**config.mk**
```make
export PLATFORM = sky130hd
export DESIGN_NAME = simon_sequence_player
export DESIGN_NICKNAME = d
export VERILOG_FILES = /design/src/rtl/simon_sequence_player.sv
export SDC_FILE = /design/constraint.sdc
export NUM_CORES = 1
export LEC_CHECK = 0
export ABC_AREA = 1
export CAP_MARGIN = 25
export CELL_PAD_IN_SITES_DETAIL_PLACEMENT = 0
export CELL_PAD_IN_SITES_GLOBAL_PLACEMENT = 1
export CORE_MARGIN = 2
export CORE_UTILIZATION = 38
export CTS_CLUSTER_SIZE = 30
export DETAILED_ROUTE_END_ITERATION = 8
export PLACE_DENSITY = 0.83
export SLEW_MARGIN = 20
export SYNTH_ARGS = -nofsm -noshare
export SYNTH_HDL_FRONTEND = slang
export SYNTH_SLANG_ARGS = --single-unit
```
**constraint.sdc**
```tcl
create_clock -name clk -period 2.1 [get_ports clk]
set_clock_uncertainty 0.1 [all_clocks]
set_input_delay 0.42 -clock clk [delete_from_list [all_inputs] [get_ports clk]]
set_output_delay 0.42 -clock clk [all_outputs]
set_load 0.1 [all_outputs]
```
**src/rtl/simon_sequence_player.sv**
```systemverilog
`timescale 1ns/1ps
// -----------------------------------------------------------------------------
// simon_sequence_player
//
// Purpose:
//   Presents the Simon Says button sequence on the LED outputs. A 16-bit
//   Fibonacci LFSR (restarted from SEED on every playback) produces one 2-bit
//   symbol per step. Each symbol is lit for ON_CYCLES cycles and followed by
//   a dark gap of OFF_CYCLES cycles. A one-cycle done pulse ends a complete
//   playback. The downstream checker regenerates the same sequence with its
//   own LFSR copy, so SEED and the no-repeat setting must match there.
//
// Handshake:
//   start is a one-cycle request that is honoured only in IDLE (busy low).
//   A start seen while busy is dropped, not queued. abort beats every other
//   input and returns the block to IDLE on the next edge without a done.
//
// Optional feature (compile-time macro SIMON_NO_REPEAT_EN):
//   When defined, a raw symbol equal to the previously emitted symbol is
//   replaced by (raw+1) mod 4. The first symbol of a playback is never altered.
//
// Ports:
//   clk        in   clock
//   rst        in   asynchronous active-high reset
//   start      in   begin a playback (IDLE only)
//   abort      in   stop playback immediately, no done
//   level[5:0] in   symbols to play, sampled with start, clipped to MAX_LEN
//   led_sym    out  current symbol (button 0..3)
//   led_valid  out  high while a symbol is shown
//   sym_index  out  0-based index of the current or last symbol
//   busy       out  high in every state except IDLE
//   done       out  one-cycle pulse after the last gap
// -----------------------------------------------------------------------------
module simon_sequence_player #(
    parameter logic [15:0] SEED       = 16'hACE1,
    parameter int          MAX_LEN    = 32,
    parameter int          ON_CYCLES  = 4,
    parameter int          OFF_CYCLES = 2
) (
    input  logic       clk,
    input  logic       rst,
    input  logic       start,
    input  logic       abort,
    input  logic [5:0] level,
    output logic [1:0] led_sym,
    output logic       led_valid,
    output logic [5:0] sym_index,
    output logic       busy,
    output logic       done
);

    // Dwell counter counts down from (cycles-1) to 0, so it only has to hold
    // max(ON_CYCLES, OFF_CYCLES)-1 and can never wrap.
    localparam int DWELL_MAX = (ON_CYCLES > OFF_CYCLES) ? ON_CYCLES : OFF_CYCLES;
    localparam int CW        = (DWELL_MAX > 1) ? $clog2(DWELL_MAX) : 1;

    localparam logic [CW-1:0] ON_LOAD   = CW'(ON_CYCLES - 1);
    localparam logic [CW-1:0] OFF_LOAD  = CW'(OFF_CYCLES - 1);
    localparam logic [5:0]    MAX_LEN_W = 6'(MAX_LEN);

    typedef enum logic [1:0] {
        ST_IDLE = 2'd0,
        ST_ON   = 2'd1,
        ST_OFF  = 2'd2,
        ST_DONE = 2'd3
    } state_t;

    // Taps 16,14,13,11 expressed on the right-shifting register.
    function automatic logic [15:0] lfsr_step(input logic [15:0] l);
        return {l[0] ^ l[2] ^ l[3] ^ l[5], l[15:1]};
    endfunction

    state_t          state_q;
    logic [15:0]     lfsr_q;
    logic [CW-1:0]   cnt_q;
    logic [5:0]      len_q;
    logic [1:0]      led_sym_q;
    logic            led_valid_q;
    logic [5:0]      sym_index_q;
    logic            busy_q;
    logic            done_q;

    logic [5:0]      len_d;
    logic [1:0]      raw_sym;
    logic [1:0]      next_sym_d;
    logic            last_sym;

    always_comb begin
        len_d    = (level > MAX_LEN_W) ? MAX_LEN_W : level;
        raw_sym  = lfsr_q[1:0];
        last_sym = (sym_index_q == (len_q - 6'd1));
`ifdef SIMON_NO_REPEAT_EN
        // led_sym_q still holds the previously emitted symbol during OFF.
        next_sym_d = (raw_sym == led_sym_q) ? (raw_sym + 2'd1) : raw_sym;
`else
        next_sym_d = raw_sym;
`endif
    end

    always_ff @(posedge clk or posedge rst) begin
        if (rst) begin
            state_q     <= ST_IDLE;
            lfsr_q      <= SEED;
            cnt_q       <= '0;
            len_q       <= '0;
            led_sym_q   <= '0;
            led_valid_q <= 1'b0;
            sym_index_q <= '0;
            busy_q      <= 1'b0;
            done_q      <= 1'b0;
        end else if (abort) begin
            // sym_index and led_sym are left as they were.
            state_q     <= ST_IDLE;
            led_valid_q <= 1'b0;
            busy_q      <= 1'b0;
            done_q      <= 1'b0;
        end else begin
            case (state_q)
                ST_IDLE: begin
                    done_q <= 1'b0;
                    if (start) begin
                        len_q       <= len_d;
                        sym_index_q <= '0;
                        busy_q      <= 1'b1;
                        if (len_d == 6'd0) begin
                            lfsr_q  <= SEED;
                            done_q  <= 1'b1;
                            state_q <= ST_DONE;
                        end else begin
                            // Load SEED and take the first symbol from it in
                            // the same edge; the LFSR advances once on entry.
                            led_sym_q   <= SEED[1:0];
                            led_valid_q <= 1'b1;
                            lfsr_q      <= lfsr_step(SEED);
                            cnt_q       <= ON_LOAD;
                            state_q     <= ST_ON;
                        end
                    end
                end
                ST_ON: begin
                    if (cnt_q == '0) begin
                        led_valid_q <= 1'b0;
                        cnt_q       <= OFF_LOAD;
                        state_q     <= ST_OFF;
                    end else begin
                        cnt_q <= cnt_q - 1'b1;
                    end
                end
                ST_OFF: begin
                    if (cnt_q == '0) begin
                        if (last_sym) begin
                            done_q  <= 1'b1;
                            state_q <= ST_DONE;
                        end else begin
                            sym_index_q <= sym_index_q + 6'd1;
                            led_sym_q   <= next_sym_d;
                            led_valid_q <= 1'b1;
                            lfsr_q      <= lfsr_step(lfsr_q);
                            cnt_q       <= ON_LOAD;
                            state_q     <= ST_ON;
                        end
                    end else begin
                        cnt_q <= cnt_q - 1'b1;
                    end
                end
                ST_DONE: begin
                    done_q  <= 1'b0;
                    busy_q  <= 1'b0;
                    state_q <= ST_IDLE;
                end
                default: begin
                    state_q     <= ST_IDLE;
                    led_valid_q <= 1'b0;
                    busy_q      <= 1'b0;
                    done_q      <= 1'b0;
                end
            endcase
        end
    end

    assign led_sym   = led_sym_q;
    assign led_valid = led_valid_q;
    assign sym_index = sym_index_q;
    assign busy      = busy_q;
    assign done      = done_q;

endmodule

```
# --- After elaboration in Yosys (flattened, before gate mapping) ---
# Cells that the tools add are included.
op_classes:
  bitwise: 4
  muxes: 44
  n_addsub: 3
  magnitude_cmp: 1
  eq_ne: 15
  reduce_logical: 16
ops:
  columns: ["op", "n"]
  rows:
  - ["$mux W16", 4]
  - ["$pmux W16 S2", 1]
  - ["$mux W2", 15]
  - ["$mux W6", 4]
  - ["$ne A3 B3 Y1 const B", 7]
  - ["$mux W1", 13]
  - ["$pmux W6 S2", 1]
  - ["$reduce_and A6 Y1", 2]
  - ["$reduce_and A5 Y1", 2]
  - ["$reduce_and A3 Y1", 3]
  - ["$ne A2 B2 Y1 const B", 4]
  - ["$pmux W2 S4", 1]
  - ["$reduce_bool A4 Y1", 2]
  - ["$add A6 B1 Y6 const B", 1]
  - ["$eq A6 B6 Y1", 1]
  - ["$gt A6 B6 Y1 const B", 1]
  - ["$logic_not A6 Y1", 1]
  - ["$pmux W1 S3", 2]
  - ["$pmux W2 S3", 1]
  - ["$reduce_bool A3 Y1", 2]
  - ["$sub A6 B1 Y6 const B", 1]
  - ["$eq A2 B2 Y1 const B", 2]
  - ["$logic_not A2 Y1", 2]
  - ["$pmux W2 S2", 1]
  - ["7 further kinds", 9]
totals:
  inputBits: 10
  ff_bits: 37
  word_cells: 92
  output_inout_bits: 11

# --- Depth between registers and ports, before layout ---
depth:
  word_depth: 7
  mapped_depth: 13
  ltp_nobuf: 13

# --- Worst setup path after synthesis ---
# No wires, ideal clock.
synth_timing:
  path_kind: "reg-to-reg"
  from: "reg sym_index_q[4], in the netlist sym_index[4]"
  to: "reg led_sym_q[1], in the netlist led_sym[1]"
  period_less_slack_ps: 2249
  setup_ps: 122
  required_time_ps: 1878
  path_slack_ps: -149
  arrival_ps: 2026
  path_buffers: 1
  path_stages_with_launch: 13
  path_cell_list: "dfrtp_1 inv_1 nand2_1 nand2_1 nand2_1 nand2_1 nor2_2 nand3_2 nand2_2 nor2_4 buf_6 nand3b_1 nand2_1"
synth_via:
  elab_chain_len: 3
synth_rtl:
  columns: ["element", "line_no", "source"]
  rows:
  - ["start: declaration", "79", "logic [5:0] sym_index_q;"]
  - ["start signal: assignment", "155", "sym_index_q <= sym_index_q + 6'd1;"]
  - ["$eq A6 B6 Y1", "91", "last_sym = (sym_index_q == (len_q - 6'd1));"]
  - ["$ne A2 B2 Y1 (no source line)", null, null]
  - ["$reduce_and A6 Y1 (no source line)", null, null]
  - ["end signal: assignment", "132", "led_sym_q <= SEED[1:0];"]
  - ["end signal: assignment", "156", "led_sym_q <= next_sym_d;"]
  - ["end: declaration", "77", "logic [1:0] led_sym_q;"]
# No other way between the ends.
# A chain may end at the register's enable or synchronous reset.

# --- Final worst setup path ---
layout_timing:
  from: "reg len_q[1]"
  to: "reg lfsr_q[5]"
layout_via:
  elab_chain_len: 4
layout_rtl:
  columns: ["element", "line_no", "source"]
  rows:
  - ["start: declaration", "76", "logic [5:0] len_q;"]
  - ["start signal: assignment", "122", "len_q <= len_d;"]
  - ["$sub A6 B1 Y6", "91", null]
  - ["$eq A6 B6 Y1", "91", null]
  - ["$ne A2 B2 Y1 (no source line)", null, null]
  - ["$reduce_and A5 Y1 (no source line)", null, null]
  - ["end signal: assignment", "134", "lfsr_q <= lfsr_step(SEED);"]
  - ["end signal: assignment", "158", "lfsr_q <= lfsr_step(lfsr_q);"]
  - ["end: declaration", "74", "logic [15:0] lfsr_q;"]
# No other way between the ends.

==> reports/results.ini <==
[pwr]
peakVddDrop_uv=398
p_leak_nw=1.36
power_density_nw_per_um2=1220

[run_status]
outcome=finished clean

[critical_path]
path_cells=inv_2, ha_4, or2_4, nand3_2, nor2_2, nand3_2, nand2_2, nor2_4, buf_4, o21ai_0, o21ai_2
setup.worst_path.class=flip-flop to flip-flop
cpMostUsedCell=nand3_2
required_ns=2.23
worstSetupEndpointType=flip-flop
critPathLaunch=len_q[1]
reg2reg_setup_slack_ns=0.13
slowest_delay_ns=0.42
path_max_fanout=6
critPathSlowestCell=dfrtp_1
cp-start-kind=flip-flop
rr_worst_depth=11
r2r_start=len_q[1]
r2r_end=lfsr_q[5]
worstPathArrival_ns=2.10

[synth]
syn_avg_cell_area_um2=7.70
synth_ff_type=dfrtp_1
syn_nets=298
synth_cells=280
ys_ff_latch=37
synth_edf_count=0
yosys_warnings=0
netlist_area_um2=2160
synth_cell_types=27
synth_seq_area_share_pct=43.4
async_flop_share_pct=100

[cells_and_area]
fin_area_um2=2760
area_growth_pct=27.9
num_antenna_cells=0
layout.nets=343
instances_no_fill=398
drive_gt1_share_pct=25.8
mostFrequentLayoutCells=nand2_1, inv_1, buf_4
layout_commonest_cell=nand2_1

[sta]
finalHoldViolations=0
setup_tns_ns=0
period_minus_slack_ns=1.97
fmax_mhz=507
fin_hold_ws_ns=0.367
slew_headroom_pct=68.7
rsz0062_at_grt=no
slew_violations=0
worst_slew_pin_slew_ns=0.470
setup_viol=0
fin_ws_ns=0.126
finalCritPeriodShare_pct=94.0

[placed_design]
place_inst=388
portBuffers=20
detailed_place_hpwl_um=3490
routabilityCongestion=0.769
place_ws_ns=0.0202
placed_area_um2=2590

[routing]
wirelength_um=4710
num_vias=1889
drc=0
antenna_left=0
wl_per_cell_um=11.8
first_pass_iters=4
viasPerCell=4.75
drt-initial-drc-count=109

[run]
maxCapViolations=0

[clock_tree]
cts_buffers=5
clock_latency_ns=0.29
cts_max_path_buffers=2
cts_tree=built
hold_buffers=0
path_clk_slew_ns=0.08
clkSinkCount=37
cts_root_buffer=clkbuf_8
htree_levels=2

[floorplan]
die_y_um=79.3
ios=21
die_x_um=79.3
fp.dieArea_um2=6290
initial_core_util_pct=39.2
core.rowCount=27
core_area_um2=5510

[worst_hold_path]
hold_class=flip-flop to flip-flop
holdPathStages=2
min_from=lfsr_q[11]
holdPathEnd=lfsr_q[11]

[global_routing]
gr-usage-all-layers_pct=16.8
overflow=0
antenna_found_initial=0
grt_max_degree=38
grt_pass1_vias=1896
grt_pass1_wl_um=8260

==> state kept, by name, summed over array words and instances (netlist names) <==
signal	cells
len_q	6
led_valid	1
done	1
lfsr_q	16
state_q	2
busy	1
led_sym	2
sym_index	6
cnt_q	2
==> routing by layer <==
| layer | routed length (µm) | vias up | track usage (%) |
|---|---|---|---|
| li1 | - | 986 | - |
| met2 | 2230 | 30 | 28.4 |
| met1 | 2290 | 867 | 20.8 |
| met5 | 0 | - | 0 |
| met4 | 77 | 0 | 7.59 |
| met3 | 117 | 6 | 2.84 |
==> report_power, final <==
group	leakage (nW)	total, mW	internal, mW	switching, mW
logic	0.864	1.70	0.620	1.08
clock network	0.0549	0.563	0.303	0.260
registers	0.446	1.09	0.955	0.134
==> synthesized netlist by cell type (all sizes together) (4+ instances only) <==
library cell / number / area share [%]
o22ai: 5 / 1.5
ha: 8 / 4.6
xor2: 6 / 2.4
a21oi: 6 / 1.6
inv: 40 / 7.0
nor2: 21 / 4.1
nand2: 81 / 14
nand4: 4 / 1.2
dfstp: 8 / 9.8
dfrtp: 29 / 34
nand3: 22 / 5.3
o21ai: 37 / 10
==> worst max path at each step <==
| stage | endpoint | slack [ns] | depth (start not counted) |
|---|---|---|---|
| finish | lfsr_q[5] | 0.13 | 11 |
| global placement | cnt_q[0] | 0.04 | 10 |
| detailed placement | cnt_q[1] | 0.02 | 9 |
| global route | led_sym[1] | 0.006 | 12 |
| CTS | led_sym[1] | 0.08 | 12 |
| floorplan | led_sym[1] | 0.17 | 11 |
==> cell families (layout without fill, tap and decap cells) <==
logic type	count (synthesis)	after routing	synth area share (%)
XOR/XNOR	7	7	2.84
AO/OA/AOI/OAI	48	48	13.0
buffers and inverters	45	91	8.88
adder cells (fa/ha/maj)	8	8	4.64
flip-flops	37	37	43.4
AND/OR/NAND/NOR	135	135	27.2
==> cell type report <==
cell class	count	area, µm²
clock buffer	7	96.3
clock inverter	1	8.76
fill	530	2750
inverter	40	153
multi-input combinational	198	1060
sequential	37	943
tap	72	90.1
timing repair buffer	43	403
==> worst max-delay path: cells and delay by family, from the launching register on <==
| kind | cells | cell delay (ns) |
|---|---|---|
| buffers and inverters | 2 | 0.29 |
| flip-flops | 1 | 0.42 |
| AND/OR/NAND/NOR | 6 | 0.73 |
| AO/OA/AOI/OAI | 2 | 0.16 |
| adder cells (fa/ha/maj) | 1 | 0.20 |
==> metrics by stage <==
stage	utilization [%]	total power, mW
5_1_grt	50.1	3.65
6_report	50.1	3.36
3_3_place_gp	47.1	2.67
4_1_cts	49.0	3.26
3_5_place_dp	47.1	2.69
2_1_floorplan	-	2.28
==> timing repair <==
item	CTS	global route
endpoints found under the hold margin	0	0
setup endpoints to repair	0	13
gates resized for setup	0	13
setup buffers	0	2
No activity file was read; power rests on OpenSTA's default activity.
